--- config.mk ---
export PLATFORM = sky130hd
export DESIGN_NAME = fetch_unit
export DESIGN_NICKNAME = d
export VERILOG_FILES = /design/src/rtl/fetch_unit.sv
export SDC_FILE = /design/constraint.sdc
export NUM_CORES = 1
export LEC_CHECK = 0
export ABC_AREA = 1
export ABC_CLOCK_PERIOD_IN_PS = 4900
export BUFFER_PORTS_ARGS = -buffer_cell sky130_fd_sc_hd__buf_4
export CAP_MARGIN = 5
export CORE_UTILIZATION = 40
export CTS_BUF_LIST = sky130_fd_sc_hd__clkbuf_4
export DETAILED_ROUTE_END_ITERATION = 7
export PLACE_DENSITY = 0.77
export SLEW_MARGIN = 10
export SYNTH_ARGS = -nofsm -noshare
export SYNTH_HDL_FRONTEND = slang
export SYNTH_SLANG_ARGS = --single-unit
--- constraint.sdc ---
create_clock -name clk -period 4.9 [get_ports clk]
set_input_delay 0.49 -clock clk [delete_from_list [all_inputs] [get_ports clk]]
set_output_delay 0.49 -clock clk [all_outputs]
set_load 0.01 [all_outputs]
--- src/rtl/fetch_unit.sv ---
// Instruction fetch stage: owns the program counter, drives a synchronous-read
// instruction ROM, presents one instruction per cycle to the decoder, applies
// taken branches with no bubble, halts on the terminate instruction and keeps
// a saturating retired-instruction counter.
module fetch_unit #(
  parameter int unsigned PC_W       = 8,
  parameter int unsigned START_ADDR = 0,
  parameter int unsigned CNT_W      = 16
) (
  input  logic             clk,
  input  logic             reset,
  input  logic             start,
  input  logic             stall,
  input  logic             branch,
  input  logic             take,
  input  logic [PC_W-1:0]  target,
  output logic [PC_W-1:0]  imem_addr,
  output logic             imem_en,
  input  logic [8:0]       imem_data,
  output logic [8:0]       inst,
  output logic             inst_valid,
  output logic [PC_W-1:0]  inst_pc,
  output logic             done,
  output logic [CNT_W-1:0] inst_count
);

  localparam logic [PC_W-1:0] START_PC = PC_W'(START_ADDR);
  localparam logic [PC_W-1:0] PC_ONE   = PC_W'(1);

  typedef enum logic [1:0] {
    IDLE = 2'd0,
    RUN  = 2'd1,
    HALT = 2'd2
  } state_t;

  state_t          state;
  logic [PC_W-1:0] fetch_pc;
  logic            vld_p1;
  logic            term;
  logic            redirect;
  logic            issue;

  // Counter increment that sticks at all-ones instead of wrapping.
  function automatic logic [CNT_W-1:0] sat_inc(input logic [CNT_W-1:0] c);
    return (&c) ? c : c + CNT_W'(1);
  endfunction

  // ---- stage p1: instruction returned by the ROM, tagged by inst_pc ----
  assign vld_p1     = (state == RUN);
  assign inst_valid = vld_p1;
  assign inst       = vld_p1 ? imem_data : 9'd0;

  // Decode the two events the fetch stage reacts to, and pick the next read.
  always_comb begin
    term      = vld_p1 & inst[8] & (inst[2:0] == 3'd6);
    redirect  = vld_p1 & branch & take;
    imem_en   = 1'b0;
    imem_addr = fetch_pc;
    issue     = 1'b0;
    case (state)
      IDLE, HALT: begin
        if (start) begin
          imem_en   = 1'b1;
          imem_addr = START_PC;
        end
      end
      RUN: begin
        if (!stall && !term) begin
          issue     = 1'b1;
          imem_en   = 1'b1;
          imem_addr = redirect ? target : fetch_pc;
        end
      end
      default: begin
        imem_en   = 1'b0;
        imem_addr = fetch_pc;
      end
    endcase
  end

  // ---- stage p0 -> p1: PC, state and retirement bookkeeping ----
  // Control FSM: start/run/halt sequencing plus PC and counter updates.
  always_ff @(posedge clk) begin
    if (reset) begin
      state      <= IDLE;
      fetch_pc   <= START_PC;
      inst_pc    <= '0;
      done       <= 1'b0;
      inst_count <= '0;
    end else begin
      case (state)
        IDLE, HALT: begin
          if (start) begin
            state      <= RUN;
            inst_pc    <= START_PC;
            fetch_pc   <= START_PC + PC_ONE;
            inst_count <= '0;
            done       <= 1'b0;
          end
        end
        RUN: begin
          if (!stall) begin
            inst_count <= sat_inc(inst_count);
            if (term) begin
              state <= HALT;
              done  <= 1'b1;
            end else if (issue) begin
              inst_pc  <= imem_addr;
              fetch_pc <= imem_addr + PC_ONE;
            end
          end
        end
        default: state <= IDLE;
      endcase
    end
  end

endmodule

# [After elaboration in Yosys (flattened, before gate mapping)]
# Index checks and enable logic that the tools add are counted.
[classes] reduce_logical=11 add_sub_neg=2 n_eq_ne=9 mul=0 mux=31 n_bitwise=4 div_mod_pow=0 order_cmp=0 shifts=0
[ops] operator="two-way mux 8 bit" n=11
[ops] operator="two-way mux 16 bit" n=3
[ops] operator="case mux 8 bit (2 select lines)" n=3
[ops] operator="case mux 16 bit (2 select lines)" n=1
[ops] operator="adder 16 x 1 -> 16 bit (second input constant)" n=1
[ops] operator="AND reduction 16 bit" n=1
[ops] operator="two-way mux 9 bit" n=1
[ops] operator="adder 8 x 1 -> 8 bit (second input constant)" n=1
[ops] operator="!= test 2 bit (second input constant)" n=4
[ops] operator="AND reduction 4 bit" n=2
[ops] operator="two-way mux 1 bit" n=6
[ops] operator="two-way mux 2 bit" n=3
[ops] operator="AND reduction 5 bit" n=1
[ops] operator="AND 1 bit" n=4
[ops] operator="!= test 2 x 1 -> 1 bit (second input constant)" n=2
[ops] operator="case mux 1 bit (2 select lines)" n=2
[ops] operator="case mux 2 bit (2 select lines)" n=1
[ops] operator="== test 3 bit (second input constant)" n=1
[ops] operator="AND reduction 3 bit" n=1
[ops] operator="== test 2 x 1 -> 1 bit (second input constant)" n=1
[ops] operator="== test 2 bit (second input constant)" n=1
[ops] operator="logical NOT 1 bit" n=2
[ops] operator="logical NOT 2 bit" n=1
[ops] operator="nonzero test 2 bit" n=1
[ops] operator="other kinds (2)" n=2
[word_totals] input_bits=23 memories=0 ramBits=0 rom_bits=0 latch_bits=0 regBits=35

# [Logic depth before layout (Yosys ltp)]
# Gate-level depths: netlist (run 1).
[depth] word_depth=13 depth_mapped=15 depth_no_buf=15

# [Worst setup path after synthesis (run 1)]
# No wires, ideal clock.
[synth_path] path_kind="reg-to-reg" startpoint="reg state[0]" endpoint="reg fetch_pc[6]" path_slack_ns=3.023 period_less_slack_ns=1.877 arrival_ns=1.744 path_buffers=0 stages_incl_launch_ff=15 required_time_ns=4.768 setup_ns=0.132 path_cell_list="dfxtp_1 inv_2 nor2_4 nand2_4 nor2_4 nand2_2 nand2_2 nand3_2 nand2_2 ha_1 nand2_1 nor2_2 nand3_1 nand2_1 a21oi_1"
[synth_between] elab_chain_cells=13
[synth_rtl] item="start, declared" line_no="36" text="state_t state;"
[synth_rtl] item="start signal, assigned" line_no="85" text="state <= IDLE;"
[synth_rtl] item="start signal, assigned" line_no="94" text="state <= RUN;"
[synth_rtl] item="start signal, assigned" line_no="105" text="state <= HALT;"
[synth_rtl] item="== test 2 x 1 -> 1 bit *" line_no="49" text="assign vld_p1 = (state == RUN);"
[synth_rtl] item="named net inst_valid" line_no="21" text="output logic inst_valid,"
[synth_rtl] item="two-way mux 9 bit" line_no="51" text="assign inst = vld_p1 ? imem_data : 9'd0;"
[synth_rtl] item="== test 3 bit or AND 1 bit (tied branches)" line_no="55" text="term = vld_p1 & inst[8] & (inst[2:0] == 3'd6);"
[synth_rtl] item="AND 1 bit" line_no="55"
[synth_rtl] item="logical NOT 1 bit" line_no="68" text="if (!stall && !term) begin"
[synth_rtl] item="logical AND 1 bit" line_no="68"
[synth_rtl] item="two-way mux 8 bit" line_no="68"
[synth_rtl] item="case mux 8 bit (2 select lines) *" line_no="60" text="case (state)"
[synth_rtl] item="named net imem_addr[0]" line_no="17" text="output logic [PC_W-1:0] imem_addr,"
[synth_rtl] item="adder 8 x 1 -> 8 bit *" line_no="109" text="fetch_pc <= imem_addr + PC_ONE;"
[synth_rtl] item="two-way mux 8 bit *" line_no="107" text="end else if (issue) begin"
[synth_rtl] item="two-way mux 8 bit *" line_no="104" text="if (term) begin"
[synth_rtl] item="two-way mux 8 bit *" line_no="102" text="if (!stall) begin"
[synth_rtl] item="case mux 8 bit (2 select lines) *" line_no="91" text="case (state)"
[synth_rtl] item="end signal, assigned" line_no="96" text="fetch_pc <= START_PC + PC_ONE;"
[synth_rtl] item="end signal, assigned" line_no="109"
[synth_rtl] item="end, declared" line_no="37" text="logic [PC_W-1:0] fetch_pc;"
# Mark *: on every way through the listed nets, which the timed path passes. The rest lies on a longest branch. The select of a mux whose other input is x is not followed.
# A chain may end at the register's enable or synchronous reset.

# [Final worst setup path (run 1)]
[layout_path] startpoint="reg state[0]" endpoint="out imem_addr[5]"
[layout_between] elab_chain_cells=8
[layout_rtl] item="== test 2 x 1 -> 1 bit" line_no="49, 60"
[layout_rtl] item="two-way mux 9 bit" line_no="51"
[layout_rtl] item="== test 3 bit or AND 1 bit (tied branches)" line_no="55"
[layout_rtl] item="AND 1 bit" line_no="55"
[layout_rtl] item="logical NOT 1 bit" line_no="68"
[layout_rtl] item="logical AND 1 bit" line_no="68"
[layout_rtl] item="two-way mux 8 bit" line_no="68"
[layout_rtl] item="case mux 8 bit (2 select lines) *" line_no="60"
[layout_rtl] item="end, declared" line_no="17"
# Every way passes the cells marked *; elsewhere a longest branch is shown, timed or not.

==> summary.md, run 1 <==
| Metric | Value |
|---|---|
| Slowest-stage cell, CP | `dfxtp_1` |
| Clock period minus worst slack | `2.577 ns` |
| HP Class | `flip-flop to flip-flop` |
| Hold buffer count at cts | `0` |
| Worst slew margin | `63.86%` |
| H-tree lvl count | `2` |
| Total grt overflow | `0` |
| Antenna Violating Nets Remaining | `0` |
| Max-cap violation count | `0` |
| Cell with the most instances after synthesis | `nand2_1` |
| FMAX | `388.0 MHz` |
| Async set or reset register ratio after synthesis | `0%` |
| Placer Congestion | `0.8650` |
| WP data arrival | `2.09 ns` |
| Skew-Pair Late Insertion Delay | `0.34 ns` |
| Post-synth cell types | `33` |
| Final setup violation count | `0` |
| Final WS setup | `2.323 ns` |
| Routed WL | `4976 µm` |
| Syn-to-layout area delta | `30.16%` |
| Sink Count | `35` |
| Clock transition at path regs | `0.11 ns` |
| I/O Pins | `67` |
| Fin. Hold Viols | `0` |
| CP startpoint | `state[0]` |
| Initial Util | `41.43%` |
| Layout Nets | `413` |
| Number of synthesized register bits | `35` |
| Most frequent cells after synthesis | `nand2_1 (78), inv_1 (48), dfxtp_1 (35), nor2_1 (35), a21oi_1 (30)` |
| Pin count of the biggest net entering global routing | `23` |
| TritonCTS clock tree | `yes` |
| RR Startpoint | `state[0]` |
| WP buf/inv | `2` |
| CP endpoint kind | `output pin` |
| Crit path to | `imem_addr[5]` |
| Core Area | `5107 µm²` |
| Max clock buf depth | `2` |
| Detailed placer's ending HPWL | `3767 µm` |
| First drt pass iteration count | `4` |
| Period utilization | `52.59%` |
| Share of cells above drive strength 1 | `26.99%` |
| Largest cells by area after synthesis | `dfxtp_1 (33%), nand2_1 (14%), inv_1 (8.5%)` |
| Startpoint Class | `flip-flop` |
| Post-synth EDFFs | `0` |
| CP max FO | `17` |
| FP Rows | `26` |
| Top cell type's share of synthesized area | `33.12%` |
| Synth area leader | `dfxtp_1` |
| Post-Syn Area | `2116 µm²` |
| Reg2reg path depth | `13` |
| Yosys warns | `0` |
| Die W | `74.73 µm` |
| Total Routing Usage GR | `18.09%` |
| Die area | `5585 µm²` |
| Clk_skew | `0.01640 ns` |
| Most used cell, CP | `nand2_1` |
| Vias post-DR | `2205` |
| Initial antenna violation count | `0` |
| Flop2flop setup slack | `2.67 ns` |
| Post-Syn Nets | `345` |
| Critical path class | `flip-flop to output pin` |
| Global-route wire length before repair | `7803 µm` |
| Via/cell ratio | `4.804` |
| RSZ-0062 raised after global routing | `false` |
| Sequential fraction of the synthesis area | `33.12%` |
| Root Buffer | `clkbuf_4` |
| Postcts setup bufs | `0` |
| Syn Area/Cell | `6.612 µm²` |
| DRC Markers | `0` |
| Antenna diodes | `0` |
| R2R Path End | `fetch_pc[6]` |
| Ys flop type | `dfxtp_1` |
| Worst Path Required | `4.41 ns` |
| CP Cell Sequence | `inv_2 > nand2_1 > a21boi_1 > nand2_2 > nand2_1 > nand2_1 > buf_4` |
| WL/cell | `10.84 µm` |
| Initial DRC count | `117` |
| Pre-CTS setup slack | `2.603 ns` |
| Die Ht | `74.73 µm` |
| Top Family by Delay on Critical Path | `simple AND/OR/NAND/NOR gates` |
| Cell count after synthesis | `320` |
| Status | `finished, final reports clean` |
| CTS buffer count | `5` |
| Leakage | `1.380 nW` |
| Port Buffers | `66` |
| VDD IR max | `0.0001785 V` |
| Fin Setup TNS | `0 ns` |
| Final slew viol count | `0` |
| Critical path depth in cells | `7` |
| Power Dens Cells | `220.2 nW/µm²` |
| Vias in the first global route | `1835` |
| CP peak stage delay | `0.38 ns` |
| PostCTS Resize Cnt | `0` |
| Worst Max-Slew Pin Slew | `0.5401 ns` |
| Worst hold margin | `0.4764 ns` |
## cell usage in the layout (no fill, tap or decap), drive strengths merged
master   count
nand2       95
buf         66
inv         51
nor2        42
dfxtp       35
a21oi       30
nand3       20
o21ai       11
nor3         7
nand4        5
xor2         5
clkbuf       5
or2          3
o21bai       3
ha           2
clkinv       2
a21boi       1
o211ai       1
a211oi       1
nand3b       1
o2111ai      1
and3         1
bufinv       1
## registers in the layout (all words and copies together), names as in the netlist
| name | flops |
|---|---|
| inst_count | 16 |
| state | 2 |
| fetch_pc | 8 |
| done | 1 |
| inst_pc | 8 |
## kinds of logic after synthesis
group	after synthesis	synth area share, %
fa+ha+maj	2	1.183
buf+inv	56	10.05
compound gates	48	12.77
simple gates	174	40.80
flops	35	33.12
xor+xnor	5	2.070
## power by group
group	leakage [nW]	internal, W	switching [W]
Clock	0.0426	0.000105	0.0000988
Combinational	1.05	0.0000423	0.0000649
Sequential	0.283	0.000290	0.00000569
## metal layers
metal	global-route usage (%)	vias up	wire length, µm
met5	0	-	0
met4	5.660	0	57
li1	-	1148	-
met1	23.17	984	2346
met2	30.83	66	2328
met3	3.347	7	244
## final cells by class
type                            instances  area, µm²
Clock buffer                            5      37.54
Clock inverter                          3      38.79
Fill cell                             534       2354
Inverter                               51      191.4
Multi-Input combinational cell        229       1202
Sequential cell                        35      700.7
Tap cell                               70      87.58
Timing Repair Buffer                   66      495.5
## worst min path at each step
stage	from	endpoint	cells after the start
2_1_floorplan	fetch_pc[0]	fetch_pc[0]	2
5_1_grt	reset	inst_count[11]	2
6_report	inst_pc[6]	inst_pc[6]	2
3_5_place_dp	inst_pc[6]	inst_pc[6]	2
4_1_cts	reset	inst_count[9]	2
3_3_place_gp	inst_count[4]	inst_count[4]	2
## worst reg2reg max path: stages (launching register included)
cell and delay, ns:
dfxtp_1 0.45, inv_2 0.10, nand2_1 0.22, a21boi_1 0.17, nand2_2 0.30, nand2_1 0.14
nand2_2 0.12, ha_1 0.18, nand2_1 0.08, nor2_2 0.15, nand2_1 0.07, nand2_1 0.06
nand2_1 0.05, a21oi_1 0.11
## through the flow
step	area, µm²	total power (W)	utilization (%)	cells
floorplan	2116	0.0003656	-	320
global placement	2678	0.0004067	52.43	451
detailed placement	2678	0.0004088	52.43	451
CTS	2754	0.0006114	53.92	459
global route	2754	0.0006341	53.92	459
finish	2754	0.0006065	53.92	459
(Power assumes the default switching activity.)
==> inputs of run 2 (changes only) <==
--- a/config.mk
+++ b/config.mk
@@ -6,13 +6,13 @@
 export NUM_CORES = 1
 export LEC_CHECK = 0
 export ABC_AREA = 1
-export ABC_CLOCK_PERIOD_IN_PS = 4900
+export ABC_CLOCK_PERIOD_IN_PS = 2300
 export BUFFER_PORTS_ARGS = -buffer_cell sky130_fd_sc_hd__buf_4
 export CAP_MARGIN = 5
 export CORE_UTILIZATION = 40
 export CTS_BUF_LIST = sky130_fd_sc_hd__clkbuf_4
 export DETAILED_ROUTE_END_ITERATION = 7
-export PLACE_DENSITY = 0.77
+export PLACE_DENSITY = 0.8
 export SLEW_MARGIN = 10
 export SYNTH_ARGS = -nofsm -noshare
 export SYNTH_HDL_FRONTEND = slang
==> constraint.sdc (replaced) <==
create_clock -name clk -period 2.3 [get_ports clk]
set_input_delay 0.23 -clock clk [delete_from_list [all_inputs] [get_ports clk]]
set_output_delay 0.23 -clock clk [all_outputs]
set_load 0.01 [all_outputs]
==> summary.md, run 2 (synthesis gave the netlist of run 1 again) <==
| Metric | Value |
|---|---|
| Max reg flops | `16 (unchanged)` |
| Die Ht | `74.73 µm (unchanged)` |
| DRC Markers | `0 (unchanged)` |
| Top Family by Delay on Critical Path | `simple AND/OR/NAND/NOR gates` |
| CP endpoint kind | `output pin` |
| Max clock buf depth | `2 (unchanged)` |
| Detailed placer's ending HPWL | `4066 µm (+7.9%)` |
| Fin Setup TNS | `0 ns (unchanged)` |
| Min-delay src | `reset` |
| RSZ-0062 raised after global routing | `false` |
| Pin count of the biggest net entering global routing | `23 (unchanged)` |
| WP buf/inv | `2 (unchanged)` |
| Core Area | `5107 µm² (unchanged)` |
| RR Startpoint | `state[1]` |
| Finished Core Util | `54.73% (+0.81 points)` |
| Total grt overflow | `0 (unchanged)` |
| Fin. Hold Viols | `0 (unchanged)` |
| Most used cell, CP | `nand2_1` |
| Clk_skew | `0.02472 ns (+0.008311 ns)` |
| Reg2reg path depth | `13 (unchanged)` |
| Hold depth | `2 (unchanged)` |
| CP max FO | `12 (-5)` |
| Port Buffers | `66 (unchanged)` |
| Worst Path Required | `2.07 ns (-2.34 ns)` |
| FP Rows | `26 (unchanged)` |
| Most frequent cells in the layout | `nand2_1 (77), buf_4 (72), inv_1 (48)` |
| Biggest register | `inst_count` |
| Vias in the first global route | `1864 (+1.6%)` |
| CP Cell Sequence | `nand2_1 > a21boi_1 > nand2_4 > buf_4 > nand2_1 > nand2_1 > buf_4` |
| Antenna Violating Nets Remaining | `0 (unchanged)` |
| FMAX | `462.4 MHz` |
| Global-route wire length before repair | `8217 µm (+5.3%)` |
| Placer Congestion | `0.8788 (+1.6%)` |
| VDD IR max | `0.0002576 V (+44%)` |
| Commonest non-fill, non-tap cell in the layout | `nand2_1` |
| First drt pass iteration count | `4 (unchanged)` |
| Count of non-filler cells in the finished layout | `465 (+1.3%)` |
| Die W | `74.73 µm (unchanged)` |
| WP data arrival | `1.93 ns (-0.16 ns)` |
| Antenna diodes | `0 (unchanged)` |
| Share of cells above drive strength 1 | `29.11% (+2.1 points)` |
| Initial antenna violation count | `0 (unchanged)` |
| CTS buffer count | `5 (unchanged)` |
| CP peak stage delay | `0.37 ns (about the same)` |
| Die area | `5585 µm² (unchanged)` |
| Layout Nets | `419 (+1.5%)` |
| Status | `finished, final reports clean` |
| Skew-Pair Late Insertion Delay | `0.36 ns (+0.02 ns)` |
| I/O Pins | `67 (unchanged)` |
| Routed WL | `5230 µm (+5.1%)` |
| Clock period minus worst slack | `2.163 ns` |
| Largest registers | `inst_count x16, fetch_pc x8, inst_pc x8` |
| Initial DRC count | `115 (-1.7%)` |
| Power Dens Cells | `433.4 nW/µm² (+97%)` |
| Flop2flop setup slack | `0.25 ns (-2.42 ns)` |
| Max-cap violation count | `0 (unchanged)` |
| Via/cell ratio | `4.774 (-0.62%)` |
| Cells after DPL | `455 (+0.89%)` |
| Worst Max-Slew Pin Slew | `0.5402 ns (+0.00008553 ns)` |
| Period utilization | `94.04%` |
| Leakage | `1.397 nW (+1.3%)` |
| Initial Util | `41.43% (unchanged)` |
| Total Routing Usage GR | `19.14% (+1.0 points)` |
| Design Power | `0.001212 W (+100%)` |
| Syn-to-layout area delta | `32.11%` |
| Sink Count | `35 (unchanged)` |
| Root Buffer | `clkbuf_4` |
| Worst Hold End | `done` |
| Slowest-stage cell, CP | `dfxtp_2` |
| R2R Path End | `fetch_pc[6]` |
| WL/cell | `11.25 µm (+3.7%)` |
| Clock transition at path regs | `0.13 ns (+0.02 ns)` |
| H-tree lvl count | `2 (unchanged)` |
| TritonCTS clock tree | `yes` |
| HP Class | `input pin to flip-flop` |
| Hold buffer count at cts | `0 (unchanged)` |
| Final slew viol count | `0 (unchanged)` |
| Critical path class | `flip-flop to output pin` |
| Startpoint Class | `flip-flop` |
| Final setup violation count | `0 (unchanged)` |
| Vias post-DR | `2220 (+0.68%)` |
| Worst slew margin | `63.86% (about the same)` |
## run 2: worst max path at each step
stage          depth (start not counted)            to  slack [ns]  startpoint
4_1_cts                                9  imem_addr[5]        0.03    state[1]
3_5_place_dp                          13   fetch_pc[6]        0.18    state[0]
2_1_floorplan                         14   fetch_pc[6]        0.42    state[0]
6_report                               7  imem_addr[5]        0.14    state[0]
3_3_place_gp                          15   fetch_pc[6]        0.30    state[0]
5_1_grt                               13   fetch_pc[6]       0.002    state[1]
## run 2: metrics by stage
step	hold WS, ns	worst slack (ns)	instance area [µm²]
2_1_floorplan	0.4034	0.4234	2116
3_3_place_gp	0.4491	0.2998	2708
3_5_place_dp	0.4588	0.1758	2708
4_1_cts	0.1859	0.02909	2765
5_1_grt	0.1970	0.001605	2795
6_report	0.1996	0.1372	2795
## run 2: where the power goes
part	total (W)	leakage [nW]	switching (W)	internal [W]
logic	0.000241	1.08	0.000140	0.000101
clock network	0.000340	0.0288	0.000223	0.000117
registers	0.000630	0.284	0.0000121	0.000618
total	0.00121	1.40	0.000375	0.000837
## run 2: area by class of cell
class | instances | area [µm²]
fill | 523 | 2312
multi-input combinational | 229 | 1215
sequential | 35 | 703.2
timing repair buffer | 72 | 540.5
inverter | 51 | 191.4
tap | 70 | 87.58
clock buffer | 5 | 37.54
clock inverter | 3 | 20.02
## run 2: per-layer routing
layer,vias up,global-route usage (%),share of wire (%),wire (µm)
met3,8,4.685,5.4,285
met1,997,24.50,46,2394
li1,1158,-,-,-
met4,0,6.499,1.4,72
met2,57,31.53,47,2478
met5,-,0,0,0
## run 2: what timing repair did
item,in CTS,in global routing
endpoints found under the setup margin,0,7
resized for setup,0,5
setup buffers,0,2
==> inputs of run 3 (changes only) <==
==> constraint.sdc (replaced) <==
create_clock -name clk -period 2.3 [get_ports clk]
set_input_delay 0.46 -clock clk [delete_from_list [all_inputs] [get_ports clk]]
set_output_delay 0.46 -clock clk [all_outputs]
set_load 0.01 [all_outputs]
==> summary.md, run 3 (synthesis gave the netlist of run 1 again) <==
| Metric | Value |
|---|---|
| Status | `finished, final reports clean` |
| Biggest register | `inst_count` |
| Via/cell ratio | `4.735 (-0.83%)` |
| Reg area | `705.7 µm² (+0.36%)` |
| CP max FO | `6 (-6)` |
| Placer Congestion | `0.9050 (+3.0%)` |
| FP Rows | `26 (unchanged)` |
| Worst Path Required | `1.84 ns (-0.23 ns)` |
| DRC Markers | `0 (unchanged)` |
| Power Dens Cells | `459.0 nW/µm² (+5.9%)` |
| Most frequent cells in the layout | `buf_4 (81), nand2_1 (76), inv_1 (48)` |
| Vias in the first global route | `1855 (-0.48%)` |
| Startpoint Class | `flip-flop` |
| VDD IR max | `0.0002718 V (+5.5%)` |
| Die Ht | `74.73 µm (unchanged)` |
| Leakage | `1.459 nW (+4.4%)` |
| Detailed placer's ending HPWL | `3818 µm (-6.1%)` |
| Final slew viol count | `0 (unchanged)` |
| Pre-CTS setup slack | `0.1521 ns (-0.02362 ns)` |
| Design area | `2900 µm² (+3.8%)` |
| Commonest non-fill, non-tap cell in the layout | `buf_4` |
| Layout Nets | `429 (+2.4%)` |
| WP data arrival | `1.75 ns (-0.18 ns)` |
| Total Routing Usage GR | `18.70% (-0.44 points)` |
| Antenna diodes | `0 (unchanged)` |
| Initial DRC count | `78 (-32%)` |
| CTS buffer count | `5 (unchanged)` |
| Die area | `5585 µm² (unchanged)` |
| Routed WL | `5179 µm (-0.98%)` |
| Clock period minus worst slack | `2.213 ns (+0.04997 ns)` |
| Hold buffer count at cts | `0 (unchanged)` |
| Dpl cell area | `2730 µm² (+0.83%)` |
| HP Class | `input pin to flip-flop` |
| Critical path class | `flip-flop to output pin` |
| Vias post-DR | `2249 (+1.3%)` |
| H-tree lvl count | `2 (unchanged)` |
| Sw Pwr | `0.0003740 W (-0.26%)` |
| Global-route wire length before repair | `8114 µm (-1.3%)` |
| Initial antenna violation count | `0 (unchanged)` |
| Design Power | `0.001331 W (+9.9%)` |
| Period utilization | `96.21% (+2.2 points)` |
| Max clock buf depth | `2 (unchanged)` |
| Cells after DPL | `458 (+0.66%)` |
| First drt pass iteration count | `4 (unchanged)` |
| Max-cap violation count | `0 (unchanged)` |
| Antenna Violating Nets Remaining | `0 (unchanged)` |
| RSZ-0062 raised after global routing | `true` |
| Syn-to-layout area delta | `37.08%` |
| Core Area | `5107 µm² (unchanged)` |
| Final setup violation count | `0 (unchanged)` |
| Fin. Hold Viols | `0 (unchanged)` |
| Area of the multi-input gates | `1231 µm² (+1.3%)` |
| Die W | `74.73 µm (unchanged)` |
| Logic pwr share | `19.9% (about the same)` |
| Max reg flops | `16 (unchanged)` |
| Register share of total power | `47.4% (-4.6 points)` |
| Final WS setup | `0.08721 ns (-0.04997 ns)` |
| Pint | `0.0009574 W (+14%)` |
| I/O Pins | `67 (unchanged)` |
| Sink Count | `35 (unchanged)` |
| CP endpoint kind | `output pin` |
| Worst slew margin | `65.58% (+1.7 points)` |
| # fillers | `495 (-5.4%)` |
| FMAX | `451.9 MHz (-2.3%)` |
| Share of cells above drive strength 1 | `31.11% (+2.0 points)` |
| Root Buffer | `clkbuf_4` |
| Clock transition at path regs | `0.12 ns (about the same)` |
| Switching portion of total power | `28.09% (-2.9 points)` |
| Clock share of power | `32.8% (+4.7 points)` |
| Worst Max-Slew Pin Slew | `0.5144 ns (-0.02579 ns)` |
| WL/cell | `10.90 µm (-3.1%)` |
| Total grt overflow | `0 (unchanged)` |
| Largest registers | `inst_count x16, fetch_pc x8, inst_pc x8` |
| Clk_skew | `0.01147 ns (-0.01325 ns)` |
| Port Buffers | `66 (unchanged)` |
| Pin count of the biggest net entering global routing | `23 (unchanged)` |
| Fin Setup TNS | `0 ns (unchanged)` |
| TritonCTS clock tree | `yes` |
| Skew-Pair Late Insertion Delay | `0.34 ns (-0.02 ns)` |
| Count of non-filler cells in the finished layout | `475 (+2.2%)` |
| Initial Util | `41.43% (unchanged)` |
## run 3: changes by cell type in the layout (fill, tap and decap cells not counted), sizes merged
cell and change:
buf +9, clkinvlp -1, nor2 +1, bufinv +1
## run 3: through the flow
step | utilization [%] | hold slack, ns
after floorplan | - | 0.4577
after global placement | 53.45 | 0.4488
after detailed placement | 53.45 | 0.4596
after CTS | 55.46 | 0.4275
after global routing | 56.79 | 0.4413
final | 56.79 | 0.4465
## run 3: repair_timing
item                       CTS  global route
pin swaps                    1             3
gates cloned                 0             1
setup buffers                2             6
resized for setup            3             5
setup endpoints to repair    6             7
## run 3: path summary, 6_finish.rpt
check,from,endpoint,slack (ns),depth (start not counted)
max,state[0],imem_addr[3],0.09,8
min reg2reg,inst_count[4],inst_count[4],0.47,2
max reg2reg,inst_count[0],inst_count[8],0.31,11
min,reset,inst_count[9],0.45,2
## run 3: final cells by class
| class | instances | share of cell area (%) |
|---|---|---|
| multi-input cells | 230 | 42.45 |
| flip-flops and latches | 35 | 24.33 |
| inverters | 51 | 6.601 |
| clock buffers | 5 | 1.294 |
| repair buffers | 81 | 20.97 |
| well taps | 70 | 3.020 |
| clock inverters | 3 | 1.337 |
## run 3: critical path: stages (launching register included)
cell and delay [ns]:
dfxtp_4 0.39, inv_2 0.11, nand2_1 0.10, a21boi_2 0.20
nand2_2 0.13, buf_4 0.18, nand2_1 0.09, nand2_2 0.08
buf_4 0.14
## run 3: routing by layer
metal	global-route usage, %	wire length (µm)	vias up
met5	0	0	-
met4	6.289	85	0
met3	4.150	265	7
met2	31.03	2442	48
met1	24.03	2386	1018
li1	-	-	1176
## run 3: power groups by stage
stage	Sequential (W)	Combinational, W	Clock [W]
finish	0.000631	0.000264	0.000436
global route	0.000633	0.000291	0.000475
CTS	0.000631	0.000253	0.000449
detailed placement	0.000643	0.000244	0
global placement	0.000643	0.000241	0
floorplan	0.000644	0.000135	0
